$ cat config.mk
export PLATFORM = sky130hd
export DESIGN_NAME = hazard_ctrl
export DESIGN_NICKNAME = d
export VERILOG_FILES = /design/src/rtl/hazard_pkg.sv /design/src/rtl/fwd_unit.sv /design/src/rtl/hazard_ctrl.sv
export SDC_FILE = /design/constraint.sdc
export NUM_CORES = 1
export LEC_CHECK = 0
export BUFFER_PORTS_ARGS = -buffer_cell sky130_fd_sc_hd__buf_2
export CORE_MARGIN = 4
export CORE_UTILIZATION = 45
export DETAILED_ROUTE_END_ITERATION = 16
export GPL_TIMING_DRIVEN = 0
export PLACE_DENSITY_LB_ADDON = 0.12
export SKIP_CTS_REPAIR_TIMING = 1
export SLEW_MARGIN = 10
export SYNTH_ARGS = -nofsm -noshare
export SYNTH_HDL_FRONTEND = slang
export SYNTH_HIERARCHICAL = 1
export SYNTH_SLANG_ARGS = --single-unit
$ cat constraint.sdc
create_clock -name clk -period 1.91 [get_ports clk]
set_clock_uncertainty 0.05 [all_clocks]
set_input_delay 0.191 -clock clk [delete_from_list [all_inputs] [get_ports clk]]
set_output_delay 0.191 -clock clk [all_outputs]
set_load 0.02 [all_outputs]
$ cat src/rtl/hazard_pkg.sv
// Shared types and constants for the pipeline hazard controller.
package hazard_pkg;

  typedef enum logic [1:0] {
    FWD_RF = 2'b00,
    FWD_W  = 2'b01,
    FWD_M  = 2'b10
  } fwd_sel_t;

  typedef enum logic {
    RUN      = 1'b0,
    MEM_WAIT = 1'b1
  } hz_state_t;

  localparam int unsigned MEM_TIMEOUT_LIMIT = 255;

  // True when a writing stage targets a non-zero register equal to the source.
  function automatic logic reg_match(input logic we, input logic [4:0] rd, input logic [4:0] rs);
    return we && (rd != 5'd0) && (rd == rs);
  endfunction

endpackage

$ cat src/rtl/fwd_unit.sv
// Combinational operand-forwarding select for one Execute-stage source operand.
module fwd_unit
  import hazard_pkg::*;
(
  input  logic [4:0] rs,
  input  logic [4:0] rdM,
  input  logic       regwriteM,
  input  logic [4:0] rdW,
  input  logic       regwriteW,
  output fwd_sel_t   sel
);

  // Memory stage holds the younger result, so it wins over Writeback.
  always_comb begin
    sel = FWD_RF;
    if (reg_match(regwriteM, rdM, rs)) begin
      sel = FWD_M;
    end else if (reg_match(regwriteW, rdW, rs)) begin
      sel = FWD_W;
    end
  end

endmodule

$ cat src/rtl/hazard_ctrl.sv
// Pipeline hazard controller: forwarding, load-use/branch/memory-wait stalls, watchdog.
// Optional performance counters are built when HAZARD_PERF_CNT_EN is defined.
module hazard_ctrl
  import hazard_pkg::*;
(
  input  logic       clk,
  input  logic       rst_n,
  input  logic [4:0] rs1D,
  input  logic [4:0] rs2D,
  input  logic [4:0] rs1E,
  input  logic [4:0] rs2E,
  input  logic [4:0] rdE,
  input  logic [4:0] rdM,
  input  logic [4:0] rdW,
  input  logic       regwriteM,
  input  logic       regwriteW,
  input  logic       loadE,
  input  logic       pcsrcE,
  input  logic       dmem_req,
  input  logic       dmem_ack,
  output fwd_sel_t   forwardAE,
  output fwd_sel_t   forwardBE,
  output logic       stallF,
  output logic       stallD,
  output logic       stallE,
  output logic       stallM,
  output logic       flushD,
  output logic       flushE,
`ifdef HAZARD_PERF_CNT_EN
  output logic [31:0] stall_cycles,
  output logic [31:0] flush_cycles,
`endif
  output logic       mem_timeout
);

  localparam logic [7:0] WAIT_MAX = 8'(MEM_TIMEOUT_LIMIT);

  hz_state_t  state_reg;
  logic [7:0] wait_cnt_reg;
  logic       mem_timeout_reg;
  logic       lw_stall;
  logic       mem_stall;

  logic [4:0] rs_e [2];
  fwd_sel_t   fwd_sel [2];

  assign rs_e[0] = rs1E;
  assign rs_e[1] = rs2E;

  genvar gi;
  generate
    for (gi = 0; gi < 2; gi++) begin : g_fwd
      fwd_unit u_fwd (
        .rs        (rs_e[gi]),
        .rdM       (rdM),
        .regwriteM (regwriteM),
        .rdW       (rdW),
        .regwriteW (regwriteW),
        .sel       (fwd_sel[gi])
      );
    end
  endgenerate

  assign forwardAE = rst_n ? fwd_sel[0] : FWD_RF;
  assign forwardBE = rst_n ? fwd_sel[1] : FWD_RF;

  assign lw_stall  = loadE && (rdE != 5'd0) && ((rdE == rs1D) || (rdE == rs2D));
  // Mealy: the ack cycle already releases the pipeline, so no extra bubble.
  assign mem_stall = ((state_reg == RUN) && dmem_req && !dmem_ack) ||
                     ((state_reg == MEM_WAIT) && !dmem_ack);

  always_comb begin
    stallF = 1'b0;
    stallD = 1'b0;
    stallE = 1'b0;
    stallM = 1'b0;
    flushD = 1'b0;
    flushE = 1'b0;
    if (!rst_n) begin
      flushD = 1'b1;
      flushE = 1'b1;
    end else if (mem_stall) begin
      stallF = 1'b1;
      stallD = 1'b1;
      stallE = 1'b1;
      stallM = 1'b1;
    end else begin
      stallF = lw_stall;
      stallD = lw_stall;
      flushD = pcsrcE;
      flushE = lw_stall || pcsrcE;
    end
  end

  always_ff @(posedge clk) begin
    if (!rst_n) begin
      state_reg       <= RUN;
      wait_cnt_reg    <= 8'd0;
      mem_timeout_reg <= 1'b0;
    end else begin
      // Flag rises one cycle after the counter saturates and is sticky until reset.
      if (wait_cnt_reg == WAIT_MAX) begin
        mem_timeout_reg <= 1'b1;
      end
      unique case (state_reg)
        RUN: begin
          if (dmem_req && !dmem_ack) begin
            state_reg    <= MEM_WAIT;
            wait_cnt_reg <= 8'd0;
          end
        end
        MEM_WAIT: begin
          if (dmem_ack) begin
            state_reg <= RUN;
          end else if (wait_cnt_reg != WAIT_MAX) begin
            wait_cnt_reg <= wait_cnt_reg + 8'd1;
          end
        end
      endcase
    end
  end

  assign mem_timeout = mem_timeout_reg;

`ifdef HAZARD_PERF_CNT_EN
  logic [31:0] stall_cycles_reg;
  logic [31:0] flush_cycles_reg;

  always_ff @(posedge clk) begin
    if (!rst_n) begin
      stall_cycles_reg <= 32'd0;
      flush_cycles_reg <= 32'd0;
    end else begin
      if (stallF) stall_cycles_reg <= stall_cycles_reg + 32'd1;
      if (flushD) flush_cycles_reg <= flush_cycles_reg + 32'd1;
    end
  end

  assign stall_cycles = stall_cycles_reg;
  assign flush_cycles = flush_cycles_reg;
`endif

endmodule

==> impl_results.md, run 1 <==
- Status: complete, no violations
- CP Launch Type: flip-flop
- Max transition margin: 73.40%
- Largest net degree at the start of global routing: 11
- Largest register FFs: 8
- Synth Cell Area: 0.001037 mm2
- Clk sinks: 10
- Largest area contributor in the netlist: dfxtp_1
- PortBufs: 53
- H-Tree Depth: 1
- DP Area: 0.001338 mm2
- PwrDens: 437.9 mW/mm2
- Drt total wl: 2713 um
- Hold Fails Final Rpt: 0
- HP Class: in -> reg
- P_leak: 0.6124 nW
- Core area: 0.002212 mm2
- Max-Cap Viols: 0
- Clock tree from TritonCTS: yes
- Top-area cell type share of the netlist area: 19.30%
- Fmax: 0.5753 GHz
- Ports: 54
- Yosys warnings: 6
- Die W: 56.01 um
- Distinct cells, synth: 40
- Worst vdd ir: 0.4265 mV
- Most area-consuming cells after synthesis: dfxtp_1 (19%), xor2_1 (14%), xnor2_1 (8.4%), nor3_1 (4.3%), nand2_1 (4.3%)
- Sequential fraction of the synthesis area: 19.30%
- Die height: 56.01 um
- Layout cell share with drive strength beyond 1: 39.89%
- DP HPWL: 2288 um
- Crit path DAT: 1.50 ns
- Data required time of the worst path: 1.67 ns
- CP Capture Type: output port
- Root Buffer: clkbuf_4
- Initial antenna violation count: 0
- Worst-skew pair later-pin latency: 0.27 ns
- Post-synth top cells: xor2_1 (16), nand2_1 (12), dfxtp_1 (10), xnor2_1 (10)
- Setup-violating endpoint count in the final report: 0
- Num CTS Buffers: 3
- CTS clk-pin slew, worst paths: 0.07 ns
- Overall Global Routing Usage: 17.83%
- Slew Limit Fails: 0
- DRC: 0
- Count of TritonRoute iterations in the first routing pass: 4
- Hold WS: 0.1297 ns
- Routed vias/inst: 5.356
- Top FF cell, synth: dfxtp_1
- CP Cell Sequence: buf_6 > nor2_1 > nor2_2 > nand2_1 > o31ai_2 > buf_4 > buf_2
- Crit-path max FO: 10
- Via count: 1157
- First-pass GRT wire length: 4602 um
- Async SR Flop Fraction: 0%
- Initial DRC Count: 12
- Syn nets: 175
- Row count: 17
- Cell with the most instances after synthesis: xor2_1
- Routed len/inst: 12.56 um
- Fin area: 0.001389 mm2
- Crit-path slowest cell: dfxtp_2
- Die area: 0.003137 mm2
- Worst slew pin tran: 0.3990 ns
- CP Class: reg -> out
- Vias in the first global route: 1110
- Synth Instances: 131
- Post-synth EDFFs: 0
- Initial Utilization: 46.89%
- #FFs+latches synth: 10
- Layout area overhead: 33.90%
- RSZ-0062 raised after global routing: false
- # nets final: 233
- Grt ovf: 0
- CP max stage delay: 0.37 ns
- CTS Buffer Depth: 2
- Final critical-path required period: 1.738 ns
- Ant. Diodes: 0
- Syn Area/Cell: 7.918 um2
- DRT antenna net count: 0
- GP Congestion: 0.8056
- Crit share post-route: 91.01%
==> path summary, 6_finish.rpt <==
path	startpoint	cells after the start	endpoint	slack [ns]
max reg2reg	wait_cnt_reg[0]$_SDFFE_PN0P_	5	wait_cnt_reg[1]$_SDFFE_PN0P_	0.32
min reg2reg	mem_timeout$_SDFFE_PN0N_	2	mem_timeout$_SDFFE_PN0N_	0.43
max	state_reg$_SDFF_PN0_	7	stallF	0.17
min	rst_n	3	wait_cnt_reg[2]$_SDFFE_PN0P_	0.13
==> metal layers <==
metal  vias up  wire length [um]  track usage, %
met3         4               234           6.729
met2        43              1312           31.05
met4         0                25           3.729
met5         -                 0               0
met1       527              1140           20.64
li1        583                 -               -
==> report_power, final <==
group	leakage [nW]	internal, mW	switching (mW)
Clock	0.0210	0.116	0.0814
Combinational	0.510	0.0930	0.105
Sequential	0.0811	0.210	0.00241
==> per-stage QoR <==
stage / util, % / setup slack [ns] / std cells / TNS [ns] / total power, mW
floorplan: - / 0.1503 / 131 / 0 / 0.3216
global placement: 60.46 / 0.2525 / 212 / 0 / 0.4078
CTS: 62.10 / -0.06421 / 216 / -0.06421 / 0.6115
detailed placement: 60.46 / 0.2446 / 212 / 0 / 0.4125
finish: 62.78 / 0.1717 / 216 / 0 / 0.6081
global route: 62.78 / 0.03997 / 216 / 0 / 0.6501
==> worst max-delay path: cells and delay by family, from the launching register on <==
family	cells	cell delay, ns
buffers and inverters	3	0.44
DFF	1	0.37
and+or+nand+nor	3	0.29
AOI/OAI and AO/OA	1	0.11
==> area by class of cell <==
class                      instances  area (um2)
inverter                           5       18.77
buffer                             4       30.03
tap                               28       35.03
sequential                        10       201.4
multi-input combinational        112       802.0
timing repair buffer              53       265.3
fill                             195       823.3
clock buffer                       4       36.28
==> placed cells by master (no fill, tap or decap), types with 2 or more instances in the layout <==
cell	instances
buf_2	53
xor2_1	16
nand2_1	12
xnor2_1	10
nor3_1	9
dfxtp_1	9
nor2_1	8
a21oi_1	6
nand3_1	6
and2_1	5
inv_1	5
o21ai_0	3
a31oi_1	3
clkbuf_4	3
mux2i_1	2
nand2b_1	2
nand3b_1	2
buf_4	2
o41ai_2	2
a211oi_2	2
nor4_1	2
nor3_2	2
==> kinds of logic after synthesis <==
logic type / share of synthesized area, %
xor gates and xnor gates: 21.95
muxes: 1.930
DFF: 19.30
AOI/OAI and AO/OA: 22.68
and+or+nand+nor: 28.83
buffers and inverters: 4.100
adders and majority gates: 1.206
Note: power is estimated with default switching activity, not from simulation.
==> inputs of run 2 (changes only) <==
--- a/config.mk
+++ b/config.mk
@@ -5,7 +5,7 @@
 export SDC_FILE = /design/constraint.sdc
 export NUM_CORES = 1
 export LEC_CHECK = 0
-export BUFFER_PORTS_ARGS = -buffer_cell sky130_fd_sc_hd__buf_2
+export BUFFER_PORTS_ARGS = -buffer_cell sky130_fd_sc_hd__buf_4
 export CORE_MARGIN = 4
 export CORE_UTILIZATION = 45
 export DETAILED_ROUTE_END_ITERATION = 16
==> impl_results.md, run 2 (synthesized netlist as in run 1, its figures left out) <==
- Hold Fails Final Rpt: 0
- CTS Buffer Depth: 2
- Ports: 54
- Fmax: 0.5684 GHz
- Num CTS Buffers: 3
- Crit-path most repeated cell: buf_4
- Via count: 1166
- Worst-skew pair later-pin latency: 0.27 ns
- # nets final: 233
- Die height: 56.01 um
- P_leak: 0.6496 nW
- Data required time of the worst path: 1.67 ns
- Fill cell count: 188
- Final non-filler cell total: 216
- CP Class: reg -> out
- DP HPWL: 2460 um
- Worst vdd ir: 0.4583 mV
- Die area: 0.003137 mm2
- GP Congestion: 0.8379
- Clock tree from TritonCTS: yes
- CP Cell Sequence: buf_6 > nor2_1 > nor2_2 > nand2_1 > o31ai_1 > buf_4 > buf_4
- CP max stage delay: 0.38 ns
- CP Capture Type: output port
- Routed len/inst: 13.73 um
- Setup TNS: 0 ns
- Crit path from: state_reg$_SDFF_PN0_
- Die W: 56.01 um
- Overall Global Routing Usage: 18.42%
- Reg2Reg Launch Point: wait_cnt_reg[0]$_SDFFE_PN0P_
- Root Buffer: clkbuf_4
- Slew Limit Fails: 0
- PwrDens: 421.4 mW/mm2
- Crit path DAT: 1.52 ns
- Final critical-path required period: 1.759 ns
- Count of TritonRoute iterations in the first routing pass: 4
- Drt total wl: 2965 um
- Most common cell after layout, fill and taps aside: buf_4
- Max transition margin: 73.55%
- Fin util: 68.55%
- Grt ovf: 0
- Setup-violating endpoint count in the final report: 0
- RSZ-0062 raised after global routing: false
- Largest net degree at the start of global routing: 11
- Hold WS: 0.1314 ns
- Fin area: 0.001516 mm2
- # placed instances: 212
- Vias in the first global route: 1155
- Layout cell share with drive strength beyond 1: 39.36%
- HP Class: in -> reg
- PortBufs: 53
- Crit share post-route: 92.12%
- Max-Cap Viols: 0
- Ant. Diodes: 0
- First-pass GRT wire length: 4774 um
- Initial Utilization: 46.89%
- Worst slew pin tran: 0.3967 ns
- DP Area: 0.001470 mm2
- Crit-path slowest cell: dfxtp_2
- Row count: 17
- Reg2reg path depth: 5
- Initial antenna violation count: 0
- H-Tree Depth: 1
- Crit-path max FO: 10
- DRT antenna net count: 0
- Commonest non-fill, non-tap cells in the layout: buf_4 (55), xor2_1 (16), nand2_1 (12), xnor2_1 (10)
- Initial DRC Count: 24
- Delay-heaviest family, CP: buffers and inverters
- Clk sinks: 10
- WP depth: 7
- Core area: 0.002212 mm2
- WHS Path Cells: 3
- CP Launch Type: flip-flop
- Hold path startpoint: rst_n
- Status: complete, no violations
- DRC: 0
- Largest register FFs: 8
- Worst Path Buf+Inv: 3
- Routed vias/inst: 5.398
- CTS clk-pin slew, worst paths: 0.07 ns
- Layout area overhead: 46.20%
run 2: per-stage QoR:
stage / total power [mW] / setup slack (ns)
detailed placement: 0.4445 / 0.2611
floorplan: 0.3216 / 0.1503
global placement: 0.4376 / 0.2514
CTS: 0.6400 / -0.05407
global route: 0.6740 / 0.04112
finish: 0.6390 / 0.1506
run 2: power by group:
group	switching [mW]	internal (mW)	leakage [nW]
Clock	0.0814	0.116	0.0210
Sequential	0.00250	0.210	0.0811
Combinational	0.107	0.122	0.547
Total	0.191	0.448	0.650
run 2: per-layer routing:
layer	part of all wire [%]	track usage (%)	vias to the layer above
met1	39	21.11	540
met2	53	34.72	39
met3	7.4	5.568	2
met4	0.13	1.017	0
li1	-	-	585
met5	0	0	-
run 2: final timing paths:
kind                                                     end  slack, ns
worst max-delay path                                  stallF       0.15
worst min-delay path            wait_cnt_reg[2]$_SDFFE_PN0P_       0.13
worst max register to register  wait_cnt_reg[1]$_SDFFE_PN0P_       0.30
worst min register to register      mem_timeout$_SDFFE_PN0N_       0.43
run 2: layout make-up:
cell class | count | area, um2 | area share, %
multi-input combinational | 112 | 797.0 | 52.56
timing repair buffer | 53 | 397.9 | 26.24
sequential | 10 | 201.4 | 13.28
clock buffer | 4 | 36.28 | 2.393
tap | 28 | 35.03 | 2.310
buffer | 4 | 30.03 | 1.980
inverter | 5 | 18.77 | 1.238
run 2: worst register-to-register path, stage by stage, from the launching register on:
cell and delay [ns]:
dfxtp_1 0.35, ha_1 0.27, and4_4 0.24, a41oi_4 0.31, mux2i_1 0.23, nor2_1 0.05
==> inputs of run 3 (changes only) <==
==> constraint.sdc (replaced) <==
create_clock -name clk -period 1.91 [get_ports clk]
set_clock_uncertainty 0.05 [all_clocks]
set_input_delay 0 -clock clk [delete_from_list [all_inputs] [get_ports clk]]
set_output_delay 0 -clock clk [all_outputs]
set_load 0.02 [all_outputs]
==> impl_results.md, run 3 (synthesized netlist as in run 1, its figures left out) <==
- Status: complete, no violations
- H-Tree Depth: 1
- Crit-path max FO: 10
- Commonest non-fill, non-tap cells in the layout: buf_4 (55), xor2_1 (16), nand2_1 (12), xnor2_1 (10), dfxtp_1 (10)
- Overall Global Routing Usage: 18.42%
- Root Buffer: clkbuf_4
- Fill cell count: 188
- Initial Utilization: 46.89%
- Layout cell share with drive strength beyond 1: 38.10%
- Grt ovf: 0
- Seq. cell area: 200.2 um2
- Worst vdd ir: 0.4531 mV
- Layout area overhead: 46.44%
- Hold Fails Final Rpt: 0
- Die W: 56.01 um
- Max-Cap Viols: 0
- Fmax: 0.5732 GHz
- Row count: 17
- CP Capture Type: output port
- Pre-CTS WS: 0.3314 ns
- # nets final: 234
- Die height: 56.01 um
- HP Class: in -> reg
- P_leak: 0.6520 nW
- Final critical-path required period: 1.745 ns
- Crit path DAT: 1.69 ns
- CP Class: reg -> out
- Max transition margin: 73.34%
- Worst slew pin tran: 0.3999 ns
- CP Launch Type: flip-flop
- Most common cell after layout, fill and taps aside: buf_4
- Setup slack after layout: 0.1653 ns
- Crit share post-route: 91.35%
- PwrDens: 420.0 mW/mm2
- Largest register FFs: 8
- Count of TritonRoute iterations in the first routing pass: 4
- CTS clk-pin slew, worst paths: 0.07 ns
- Routed len/inst: 13.48 um
- DRC: 0
- Ant. Diodes: 0
- Area of the multi-input gates: 794.5 um2
- Routed vias/inst: 5.401
- Drt total wl: 2926 um
- Worst-skew pair later-pin latency: 0.27 ns
- Fin area: 0.001519 mm2
- Via count: 1172
- GP Congestion: 0.8379
- RSZ-0062 raised after global routing: false
- Hold WS: 0.02865 ns
- Initial antenna violation count: 0
- Slew Limit Fails: 0
- DRT antenna net count: 0
- Vias in the first global route: 1155
- Clk sinks: 10
- Final non-filler cell total: 217
- DP Area: 0.001470 mm2
- CTS Buffer Depth: 2
- Num CTS Buffers: 3
- First-pass GRT wire length: 4774 um
- Die area: 0.003137 mm2
- Setup-violating endpoint count in the final report: 0
- Clock tree from TritonCTS: yes
- Largest net degree at the start of global routing: 11
- Setup TNS: 0 ns
- DP HPWL: 2460 um
- Ports: 54
- # placed instances: 212
- Initial DRC Count: 24
- PortBufs: 53
- Core area: 0.002212 mm2
- Data required time of the worst path: 1.86 ns
==> run 3: changes by cell type in the layout (fill, tap and decap cells not counted), sizes merged <==
cell / previous run / this run
buf: 56 / 55
dlygate4sd3: 0 / 1
clkbuf: 5 / 6
==> run 3: per-layer routing <==
metal  global-route usage (%)  share of wire (%)  vias to the layer above
met1                    21.11                 38                      536
met3                    5.568                8.5                        0
met2                    34.72                 53                       50
met5                        0                  0                        -
li1                         -                  -                      586
met4                    1.017                  0                        0
==> run 3: layout make-up <==
cell class / count / area share [%]
plain buffers: 4 / 1.730
multi-input cells: 112 / 52.31
clock buffers: 4 / 2.389
flip-flops and latches: 10 / 13.18
repair buffers: 54 / 26.85
inverters: 5 / 1.236
well taps: 28 / 2.306
==> run 3: through the flow <==
step | power [mW] | utilization [%]
after global placement | 0.4376 | 66.46
after detailed placement | 0.4445 | 66.46
after floorplan | 0.3216 | -
after CTS | 0.6400 | 68.10
after global routing | 0.6739 | 68.67
final | 0.6379 | 68.67
==> run 3: worst max-delay path: stages (launching register included) <==
cell	delay (ns)
dfxtp_1	0.40
clkbuf_4	0.25
nor2_1	0.07
nor2_1	0.17
nand2_1	0.12
o31ai_1	0.13
buf_4	0.16
buf_4	0.13
==> run 3: worst paths after layout <==
check | cells after the start | endpoint | start | slack, ns
max reg2reg | 5 | wait_cnt_reg[1]$_SDFFE_PN0P_ | wait_cnt_reg[0]$_SDFFE_PN0P_ | 0.30
min | 4 | state_reg$_SDFF_PN0_ | dmem_ack | 0.03
min reg2reg | 2 | mem_timeout$_SDFFE_PN0N_ | mem_timeout$_SDFFE_PN0N_ | 0.42
max | 7 | stallF | state_reg$_SDFF_PN0_ | 0.17
==> run 3: power breakdown <==
part	leakage [nW]	switching (mW)	internal, mW
logic	0.550	0.106	0.122
clock network	0.0210	0.0808	0.116
registers	0.0808	0.00229	0.210
total	0.652	0.190	0.448
